===== config.mk =====
export PLATFORM = sky130hd
export DESIGN_NAME = id_ex_pipe
export DESIGN_NICKNAME = d
export VERILOG_FILES = /design/src/rtl/cpu_pkg.sv /design/src/rtl/load_use_detect.sv /design/src/rtl/id_ex_pipe.sv
export SDC_FILE = /design/constraint.sdc
export NUM_CORES = 1
export LEC_CHECK = 0
export ABC_CLOCK_PERIOD_IN_PS = 6620
export CORE_UTILIZATION = 41
export CTS_BUF_LIST = sky130_fd_sc_hd__clkbuf_8
export DETAILED_ROUTE_END_ITERATION = 12
export PLACE_DENSITY = 0.87
export SKIP_CTS_REPAIR_TIMING = 1
export SLEW_MARGIN = 30
export SYNTH_ARGS = -nofsm -noshare
export SYNTH_HDL_FRONTEND = slang
export SYNTH_HIERARCHICAL = 1
export SYNTH_SLANG_ARGS = --single-unit

===== constraint.sdc =====
create_clock -name clk -period 6.62 [get_ports clk]
set_input_delay 0.993 -clock clk [delete_from_list [all_inputs] [get_ports clk]]
set_output_delay 0.993 -clock clk [all_outputs]
set_load 0.05 [all_outputs]

===== src/rtl/cpu_pkg.sv =====
// cpu_pkg: shared widths, register-zero index, ALU opcodes and the ID/EX control bundle.
package cpu_pkg;
    localparam int DATA_W  = 32;
    localparam int REG_AW  = 5;
    localparam int ALUOP_W = 4;
    localparam logic [REG_AW-1:0] REG_ZERO = 5'd0;
    localparam logic [ALUOP_W-1:0] ALU_ADD = 4'd0;
    localparam logic [ALUOP_W-1:0] ALU_SUB = 4'd1;
    localparam logic [ALUOP_W-1:0] ALU_AND = 4'd2;
    localparam logic [ALUOP_W-1:0] ALU_OR  = 4'd3;
    localparam logic [ALUOP_W-1:0] ALU_XOR = 4'd4;
    localparam logic [ALUOP_W-1:0] ALU_NOR = 4'd5;
    localparam logic [ALUOP_W-1:0] ALU_SLT = 4'd6;
    localparam logic [ALUOP_W-1:0] ALU_SLL = 4'd7;
    localparam logic [ALUOP_W-1:0] ALU_SRL = 4'd8;
    localparam logic [ALUOP_W-1:0] ALU_SRA = 4'd9;
    localparam logic [ALUOP_W-1:0] ALU_LUI = 4'd10;
    typedef struct packed {
        logic               valid;
        logic               reg_write;
        logic               mem_read;
        logic               mem_write;
        logic [ALUOP_W-1:0] alu_op;
        logic [REG_AW-1:0]  dest;
    } id_ex_ctrl_t;
endpackage


===== src/rtl/load_use_detect.sv =====
// load_use_detect: flags an ID instruction that reads the register a load in EX is still fetching.
module load_use_detect
    import cpu_pkg::*;
(
    input  logic              id_valid,
    input  logic [REG_AW-1:0] id_rs,
    input  logic [REG_AW-1:0] id_rt,
    input  logic              id_uses_rt,
    input  logic              ex_valid,
    input  logic              ex_mem_read,
    input  logic [REG_AW-1:0] ex_dest,
    output logic              load_use
);
    assign load_use = id_valid & ex_valid & ex_mem_read & (ex_dest != REG_ZERO) &
                      ((ex_dest == id_rs) | (id_uses_rt & (ex_dest == id_rt)));
endmodule


===== src/rtl/id_ex_pipe.sv =====
// id_ex_pipe: ID/EX pipeline register with load-use bubble insertion, flush and memory-stall hold.
// Defining ID_EX_STALL_COUNT_EN adds a saturating load-use stall counter on perf_stall_cnt.
module id_ex_pipe #(
    parameter int DATA_W  = cpu_pkg::DATA_W,
    parameter int REG_AW  = cpu_pkg::REG_AW,
    parameter int ALUOP_W = cpu_pkg::ALUOP_W
) (
    input  logic               clk,
    input  logic               reset,
`ifdef ID_EX_STALL_COUNT_EN
    output logic [31:0]        perf_stall_cnt,
`endif
    input  logic               id_valid,
    input  logic [DATA_W-1:0]  id_pc,
    input  logic [REG_AW-1:0]  id_rs,
    input  logic [REG_AW-1:0]  id_rt,
    input  logic [REG_AW-1:0]  id_rd,
    input  logic               id_uses_rt,
    input  logic [DATA_W-1:0]  id_rs_data,
    input  logic [DATA_W-1:0]  id_rt_data,
    input  logic [DATA_W-1:0]  id_imm,
    input  logic [ALUOP_W-1:0] id_alu_op,
    input  logic               id_reg_dst,
    input  logic               id_reg_write,
    input  logic               id_mem_read,
    input  logic               id_mem_write,
    input  logic               flush,
    input  logic               mem_stall,
    output logic               stall_id,
    output logic               ex_valid,
    output logic [DATA_W-1:0]  ex_pc,
    output logic [DATA_W-1:0]  ex_rs_data,
    output logic [DATA_W-1:0]  ex_rt_data,
    output logic [DATA_W-1:0]  ex_imm,
    output logic [REG_AW-1:0]  ex_rs,
    output logic [REG_AW-1:0]  ex_rt,
    output logic [REG_AW-1:0]  ex_dest,
    output logic [ALUOP_W-1:0] ex_alu_op,
    output logic               ex_reg_write,
    output logic               ex_mem_read,
    output logic               ex_mem_write
);
    localparam int DW = 4*DATA_W + 2*REG_AW;
    cpu_pkg::id_ex_ctrl_t ctrl_q, ctrl_d, id_ctrl;
    logic [DW-1:0]     dat_q, dat_d;
    logic [REG_AW-1:0] id_dest;
    logic              load_use, capture;

    load_use_detect u_lud (
        .id_valid    (id_valid),
        .id_rs       (id_rs),
        .id_rt       (id_rt),
        .id_uses_rt  (id_uses_rt),
        .ex_valid    (ctrl_q.valid),
        .ex_mem_read (ctrl_q.mem_read),
        .ex_dest     (ctrl_q.dest),
        .load_use    (load_use)
    );

    assign id_dest = id_reg_dst ? id_rd : id_rt;
    // Writes to r0 are dropped here so forwarding never sees a phantom producer.
    always_comb begin
        id_ctrl.valid     = 1'b1;
        id_ctrl.reg_write = id_reg_write & (id_dest != cpu_pkg::REG_ZERO);
        id_ctrl.mem_read  = id_mem_read;
        id_ctrl.mem_write = id_mem_write;
        id_ctrl.alu_op    = id_alu_op;
        id_ctrl.dest      = id_ctrl.reg_write ? id_dest : cpu_pkg::REG_ZERO;
    end

    assign capture  = ~mem_stall & ~flush & ~load_use & id_valid;
    assign stall_id = mem_stall | (load_use & ~flush);
    // Bubbles clear only control; data fields keep their last captured values.
    assign ctrl_d = mem_stall ? ctrl_q : capture ? id_ctrl : '0;
    assign dat_d  = capture ? {id_pc, id_rs_data, id_rt_data, id_imm, id_rs, id_rt} : dat_q;

    always_ff @(posedge clk or posedge reset) begin
        if (reset) begin
            ctrl_q <= '0;
            dat_q  <= '0;
        end else begin
            ctrl_q <= ctrl_d;
            dat_q  <= dat_d;
        end
    end

    assign {ex_pc, ex_rs_data, ex_rt_data, ex_imm, ex_rs, ex_rt} = dat_q;
    assign ex_valid     = ctrl_q.valid;
    assign ex_reg_write = ctrl_q.reg_write;
    assign ex_mem_read  = ctrl_q.mem_read;
    assign ex_mem_write = ctrl_q.mem_write;
    assign ex_alu_op    = ctrl_q.alu_op;
    assign ex_dest      = ctrl_q.dest;

`ifdef ID_EX_STALL_COUNT_EN
    logic [31:0] cnt_q, cnt_d;
    assign cnt_d = (load_use & ~mem_stall & ~flush & ~&cnt_q) ? cnt_q + 32'd1 : cnt_q;
    always_ff @(posedge clk or posedge reset) begin
        if (reset) cnt_q <= '0;
        else       cnt_q <= cnt_d;
    end
    assign perf_stall_cnt = cnt_q;
`endif
endmodule


Yosys cells after proc, flatten, opt, wreduce, memory -nomap -nowiden:

Index checks and enable logic that the tools add are counted.
W data, S select, Z words.

* flip-flop bits (word level): 151
* bits of input ports: 157
* output and inout bits: 152
* word-level logic and storage cells: 29

* equal/unequal tests: 2
* multiplexer cells: 3
* bitwise operators: 15
* reductions and logical operators: 2

Operators by type and width (count)
* $mux W13: 1
* $and A1 B1 Y1: 10
* $eq A5 B5 Y1: 2
* $mux W5: 2
* $reduce_bool A5 Y1: 2
* $not A1 Y1: 3
* $or A1 B1 Y1: 2

Depth between registers and ports, before layout:

Gate-level depths: netlist of run 1.

* depth after elaboration: 8
* gate-level depth with buffers: 9
* gate-level depth less buffers: 7

Modules after synthesis:

The synthesis of run 1 kept the hierarchy.

Modules (own cells, without submodules)
* id_ex_pipe: times used 1, cells each 340, area an instance 5758.0 um^2, seq. area each 3778.6 um^2
* load_use_detect: times used 1, cells each 17, area an instance 130.1 um^2, seq. area each 0.0 um^2

Worst setup path before layout of run 1:

Ideal clock, no wire load.

* kind: input to output
* from: input id_rt[2]
* to: output stall_id
* arrival time: 2.186 ns
* setup slack: 3.441 ns
* stages on the path: 5
* path buffers: 0
* cells stage by stage: xor2_1 > nor4_1 > nand3_1 > a21oi_1 > a21o_1

* longest elaborated chain between the ends: 6

RTL lines
* from (decl): RTL line id_ex_pipe.sv:16 `input logic [REG_AW-1:0] id_rt,`
* $eq A5 B5 Y1: RTL line load_use_detect.sv:15 `((ex_dest == id_rs) | (id_uses_rt & (ex_dest == id_rt)));`
* $and A1 B1 Y1: RTL line load_use_detect.sv:15
* $or A1 B1 Y1: RTL line load_use_detect.sv:15
* $and A1 B1 Y1: RTL line load_use_detect.sv:14 `assign load_use = id_valid & ex_valid & ex_mem_read & (ex_dest != REG_ZERO) &`
* via load_use: RTL line id_ex_pipe.sv:47 `logic load_use, capture;`
* $and A1 B1 Y1: RTL line id_ex_pipe.sv:72 `assign stall_id = mem_stall | (load_use & ~flush);`
* $or A1 B1 Y1: RTL line id_ex_pipe.sv:72
* to (decl): RTL line id_ex_pipe.sv:29 `output logic stall_id,`

The timed path passes the listed nets, and every way through them passes these cells.

Final worst setup path of run 1:

Same ends and word-level chain as after synthesis.

==> results of run 1 <==
cell families (layout without fill, tap and decap cells):
| kind of cell | Yosys count | after routing | share of synthesized area |
|---|---|---|---|
| xor gates and xnor gates | 10 | 10 | 0.0149 |
| and+or+nand+nor | 16 | 16 | 0.0179 |
| AOI/OAI and AO/OA | 17 | 17 | 0.0208 |
| DFF | 151 | 151 | 0.642 |
| muxes | 143 | 143 | 0.272 |
| buffers and inverters | 20 | 343 | 0.0323 |
per-stage QoR:
| step | cell area (um2) | util | instances | power [uW] |
|---|---|---|---|---|
| detailed placement | 9050 | 0.649 | 829 | 2450 |
| global route | 9440 | 0.677 | 860 | 3240 |
| finish | 9440 | 0.677 | 860 | 3120 |
| global placement | 9050 | 0.649 | 829 | 2430 |
| CTS | 9440 | 0.677 | 860 | 3160 |
| floorplan | 5890 | - | 357 | 1960 |
final cells by class:
class                      count  area [um2]
inverter                       2        12.5
sequential                   151        3780
clock inverter                12         128
timing repair buffer         310        3110
tap                          180         225
multi-input combinational    186        1920
fill                         969        4500
clock buffer                  19         262
registers in the layout (all words and copies together) (netlist names):
name	count
ex_reg_write	1
ex_mem_read	1
dat_q	138
ex_dest	5
ex_mem_write	1
ex_alu_op	4
ex_valid	1
synthesized netlist by cell type, drive strengths merged:
master   instances
mux2           138
xnor2            3
nor3             2
a21o             2
nor3b            1
a32o             1
nor4             2
a21oi            1
nand3            2
dfrtp          151
nor4b            2
buf             17
a22o             6
mux2i            5
o2111ai          1
o21ai            5
or4              1
o22ai            1
clkbuf           1
inv              2
xor2             7
nand2            6
power by group through the flow:
stage               Clock [uW]  Sequential (uW)  Combinational (uW)
floorplan                    0             1770                 192
detailed placement           0             1190                1260
finish                     691             1170                1260
global placement             0             1180                1250
CTS                        711             1180                1270
global route               746             1200                1300
metal layers:
layer	part of all wire	GRT usage	vias to the layer above
met5	0	0	-
met4	0.026	0.105	0
met3	0.084	0.0735	28
met2	0.53	0.362	187
met1	0.36	0.223	2029
li1	-	-	1892
path summary, 6_finish.rpt:
| path | from | endpoint | slack [ns] | cells past startpoint |
|---|---|---|---|---|
| max reg2reg | ex_dest[1] | dat_q[112] | 3.73 | 6 |
| min in group asynchronous | reset | dat_q[110] | 1.06 | 2 |
| max | id_rt[2] | stall_id | 2.31 | 7 |
| min | dat_q[136] | dat_q[136] | 0.51 | 1 |
| min reg2reg | dat_q[136] | dat_q[136] | 0.51 | 1 |
| max in group asynchronous | reset | dat_q[47] | 4.19 | 3 |
critical path, stage by stage:
cell,delay [ns]
clkdlybuf4s50_1,0.48
xor2_1,0.17
nor4_1,0.27
nand3_1,0.11
a21oi_1,0.31
a21o_1,0.17
clkdlybuf4s50_1,0.81
==> flow_summary_export.csv, run 1 <==
group,metric,value,unit
cells_and_area,nNetsFinal,825,
sta,setup_tns,0,ns
clock_network,numCtsBuffers,17,
die,start_util,0.423,
flow_run,max-cap-violations,0,
cells_and_area,drive_above_1_share,0.254,
clock_network,clockBufferDepth,2,
critical_path,critical_path_class,"primary input to output port",
detailed_routing,routed_wl,15300,um
global_routing,grt_usage,0.208,
logic_synthesis,syn-instance-count,357,
power,net-switching-power,1200,uW
sta,setup_viol,0,
power,power_frac_clock,0.221,
logic_synthesis,synth_warnings,6,
sta,rsz0062_at_grt,"no",
die,die-area,14800,um2
sta,worst_slack,2.31,ns
detailed_routing,ant_nets,0,
sta,fin_skew,0.0148,ns
power,p_leak,0.00389,uW
global_routing,grt_first_pass_wirelength,23200,um
critical_path,cp_max_fo,4,
status,outcome,"finished, final reports clean",
detailed_routing,vias_per_cell,4.81,
sta,holdWs,0.506,ns
power,ir_drop,0.216,mV
detailed_routing,dr.pass1.iters,4,
die,core,13900,um2
logic_synthesis,synthesis.area,5890,um2
sta,post-route-period-util,0.651,
logic_synthesis,synth_largest_area_cell,"dfrtp_1",
power,combPwrFrac,0.403,
sta,max_freq,0.232,GHz
logic_synthesis,ys_top_cells_by_area,"dfrtp_1 (64%), mux2_2 (26%), buf_6 (2.9%), xor2_1 (1.0%), a22o_1 (0.89%)",
detailed_routing,post-route-drc-count,0,
cells_and_area,area_delta_synth_final,60.2,%
place,gp_congestion,0.821,
sta,period_minus_slack,4.31,ns
sta,drv_slew,0,
global_routing,gr-total-overflow,0,
logic_synthesis,yosysSeqAreaShare,0.642,
detailed_routing,vias,4136,
global_routing,grt_max_degree,148,
cells_and_area,layout_common_cells,"clkdlybuf4s50_1 (308), dfrtp_1 (151), mux2_2 (138), clkbuf_8 (19), xor2_1 (7)",
cells_and_area,final_common_cell,"clkdlybuf4s50_1",
critical_path,cp-end-kind,"output port",
power,intPower,1920,uW
place,dp_hpwl,11100,um
power,pwr-share-seq,0.376,
critical_path,crit_arrival,3.32,ns
logic_synthesis,avgSynthCellArea,16.5,um2
clock_network,htreeDepth,4,
clock_network,cts_tree,"yes",
detailed_routing,drtIter0Drc,157,
cells_and_area,num_antenna_cells,0,
clock_network,clock_sinks,151,
critical_path,cp.required,5.63,ns
detailed_routing,wl_per_cell,17.7,um
place,dp_slack,2.32,ns
clock_network,clock-root-buffer,"clkbuf_8",
die,fp-row-count,43,
critical_path,cp-start-kind,"primary input",
logic_synthesis,synth_fp_nets,514,
clock_network,clkTransAtPathRegs,0.08,ns
logic_synthesis,synth_top_area_frac,0.642,
die,die_h,122,um
power,pwr_density_cell,331,nW/um2
global_routing,antenna_found_initial,0,
global_routing,grt_pass1_vias,4518,
worst_hold_path,worstHoldPathType,"flip-flop to flip-flop",
die,io_pins,309,
clock_network,worstSkewPairLatency,0.44,ns
sta,tightest_slew,0.879,ns
power,p_sw_frac,0.385,
sta,hold_viol_final,0,
die,dieWidth,122,um
place,io_buffers,308,
sta,maxSlewHeadroom,0.414,
logic_synthesis,yosys_register_bits,151,
logic_synthesis,synth_cell_types,25,
Note: power is estimated with default switching activity, not from simulation.
==> run 2, diff against run 1 <==
- ABC_CLOCK_PERIOD_IN_PS: 6620 -> 3900
- CORE_UTILIZATION: 41 -> 37
- PLACE_DENSITY: 0.87 -> 0.83
- clock period: 6.62 -> 3.9 ns (I/O delays scaled with it)
==> run 2 against run 1 <==
Effect of this change: first-iteration DRC count down 2.5%; non-clock buffer count grew 1; largest power group unchanged; wire length rose by 1.6%; worst hold slack lost 0.0016 ns; final area rose by 0.57%; clock skew shrank 0.0024 ns; die area grew 11%; largest cell class unchanged; sequential cell count is the same; clock-buffer cell count shrank 1; global-route usage is 1.3 points lower; critical path depth unchanged; register-to-register slack worse by 2.6 ns.
==> flow_summary_export.csv, run 2 (synthesis gave the netlist of run 1 again) <==
group,metric,value,unit
global_routing,grt_pass1_vias,4666,
cells_and_area,largest_register_ffs,138,
critical_path,cp_max_fo,4,
cells_and_area,layout_common_cells,"clkdlybuf4s50_1 (308), dfrtp_1 (151), mux2_2 (138), clkbuf_8 (18), xor2_1 (7)",
cells_and_area,stdcell_count,890,
detailed_routing,drtIter0Drc,153,
place,dp_cells,861,
sta,hold_viol_final,0,
critical_path,slowest_delay,0.81,ns
cells_and_area,regMostFlops,"dat_q",
die,start_util,0.383,
die,die_h,128,um
place,io_buffers,308,
detailed_routing,post-route-drc-count,0,
cells_and_area,area_delta_synth_final,61.2,%
detailed_routing,ant_nets,0,
critical_path,cp-end-kind,"output port",
sta,setup_tns,0,ns
detailed_routing,vias_per_cell,4.69,
die,fp-row-count,45,
clock_network,numCtsBuffers,17,
critical_path,crit_arrival,3.07,ns
place,dp_hpwl,11400,um
cells_and_area,drive_above_1_share,0.250,
sta,tightest_slew,0.810,ns
clock_network,clkTransAtPathRegs,0.07,ns
flow_run,max-cap-violations,0,
sta,setup_viol,0,
sta,period_minus_slack,3.65,ns
detailed_routing,dr.pass1.iters,4,
detailed_routing,routed_wl,15500,um
place,gp_congestion,0.798,
power,p_leak,0.00390,uW
clock_network,clock_sinks,151,
critical_path,cp.required,3.31,ns
clock_network,clock-root-buffer,"clkbuf_8",
clock_network,cts_tree,"yes",
global_routing,antenna_found_initial,0,
sta,max_freq,0.274,GHz
global_routing,gr-total-overflow,0,
power,ir_drop,0.405,mV
status,outcome,"finished, final reports clean",
detailed_routing,wl_per_cell,17.4,um
sta,maxSlewHeadroom,0.460,
cells_and_area,num_antenna_cells,0,
cells_and_area,final_common_cell,"clkdlybuf4s50_1",
global_routing,grt_usage,0.195,
sta,rsz0062_at_grt,"no",
critical_path,critical_path_class,"primary input to output port",
global_routing,grt_first_pass_wirelength,24200,um
sta,fin_skew,0.0124,ns
power,pwr_density_cell,560,nW/um2
die,die-area,16400,um2
cells_and_area,nNetsFinal,826,
die,core,15400,um2
critical_path,cp-start-kind,"primary input",
cells_and_area,nFillCells,1181,
critical_path,path_common_cell,"clkdlybuf4s50_1",
worst_hold_path,worstHoldPathType,"flip-flop to flip-flop",
critical_path,crit_slowest_cell,"clkdlybuf4s50_1",
clock_network,worstSkewPairLatency,0.44,ns
sta,drv_slew,0,
critical_path,cp_cell_sequence,"clkdlybuf4s50_1, xor2_1, nor4_1, nand3_1, a21oi_1, a21o_1, clkdlybuf4s50_1",
sta,post-route-period-util,0.936,
clock_network,clockBufferDepth,2,
detailed_routing,vias,4174,
clock_network,htreeDepth,4,
global_routing,grt_max_degree,152,
die,dieWidth,128,um
die,io_pins,309,
run 2: cell count changes in the layout (fill, tap and decap cells not counted):
| cell | delta |
|---|---|
| bufinv_16 | +1 |
| clkinvlp_4 | +1 |
| clkinv_2 | -2 |
| inv_1 | +2 |
| clkbuf_8 | -1 |
| inv_6 | -3 |
| buf_12 | +1 |
run 2: final timing paths:
kind                             from    endpoint  slack [ns]  cells past startpoint
setup reg to reg           ex_dest[1]   dat_q[17]        1.10                      6
setup / recovery             id_rt[2]    stall_id        0.25                      7
hold reg to reg            dat_q[111]  dat_q[111]        0.50                      1
min in group asynchronous       reset   dat_q[14]        0.73                      3
hold / removal             dat_q[111]  dat_q[111]        0.50                      1
max in group asynchronous       reset  dat_q[111]        2.56                      3
run 2: power breakdown:
group	switching (uW)	internal (uW)	total [uW]	leakage [uW]
logic	1310	820	2130	0.00189
registers	150	1840	1990	0.00181
clock network	559	632	1190	0.000196
total	2020	3290	5320	0.00390
run 2: per-layer routing:
layer  share of wire  global-route usage  up-vias
met5               0                   0        -
met4           0.025              0.0865        0
met3           0.093              0.0835       30
met2            0.52               0.340      195
met1            0.37               0.206     2059
li1                -                   -     1890
run 2: area by class of cell:
type | instances | area, um2 | share of cell area
Multi-Input combinational cell | 186 | 1920 | 0.202
Clock inverter | 11 | 138 | 0.0145
Inverter | 2 | 11.3 | 0.00119
Sequential cell | 151 | 3780 | 0.398
Timing Repair Buffer | 311 | 3130 | 0.330
Clock buffer | 18 | 248 | 0.0261
Tap cell | 211 | 264 | 0.0278
run 2: worst max-delay path, delay by kind of cell:
kind	cells	cell delay [ns]
xor gates and xnor gates	1	0.18
buffers and inverters	2	1.30
and+or+nand+nor	2	0.40
AOI/OAI and AO/OA	2	0.59
run 2: metrics by stage:
stage / area (um2) / power [uW] / util / hold slack, ns / setup WS [ns]
after detailed placement: 9100 / 4180 / 0.592 / 0.495 / 0.305
after CTS: 9490 / 5390 / 0.617 / 0.511 / 0.237
after floorplan: 5890 / 3330 / - / 0.718 / 1.40
after global placement: 9100 / 4130 / 0.592 / 0.480 / 0.422
final: 9490 / 5320 / 0.617 / 0.505 / 0.248
after global routing: 9490 / 5540 / 0.617 / 0.519 / 0.134
==> run 3, diff against run 2 <==
- CAP_MARGIN: unset -> 20
==> results of run 3 <==
The final DEF is identical to that of run 2; final timing and power are the same.
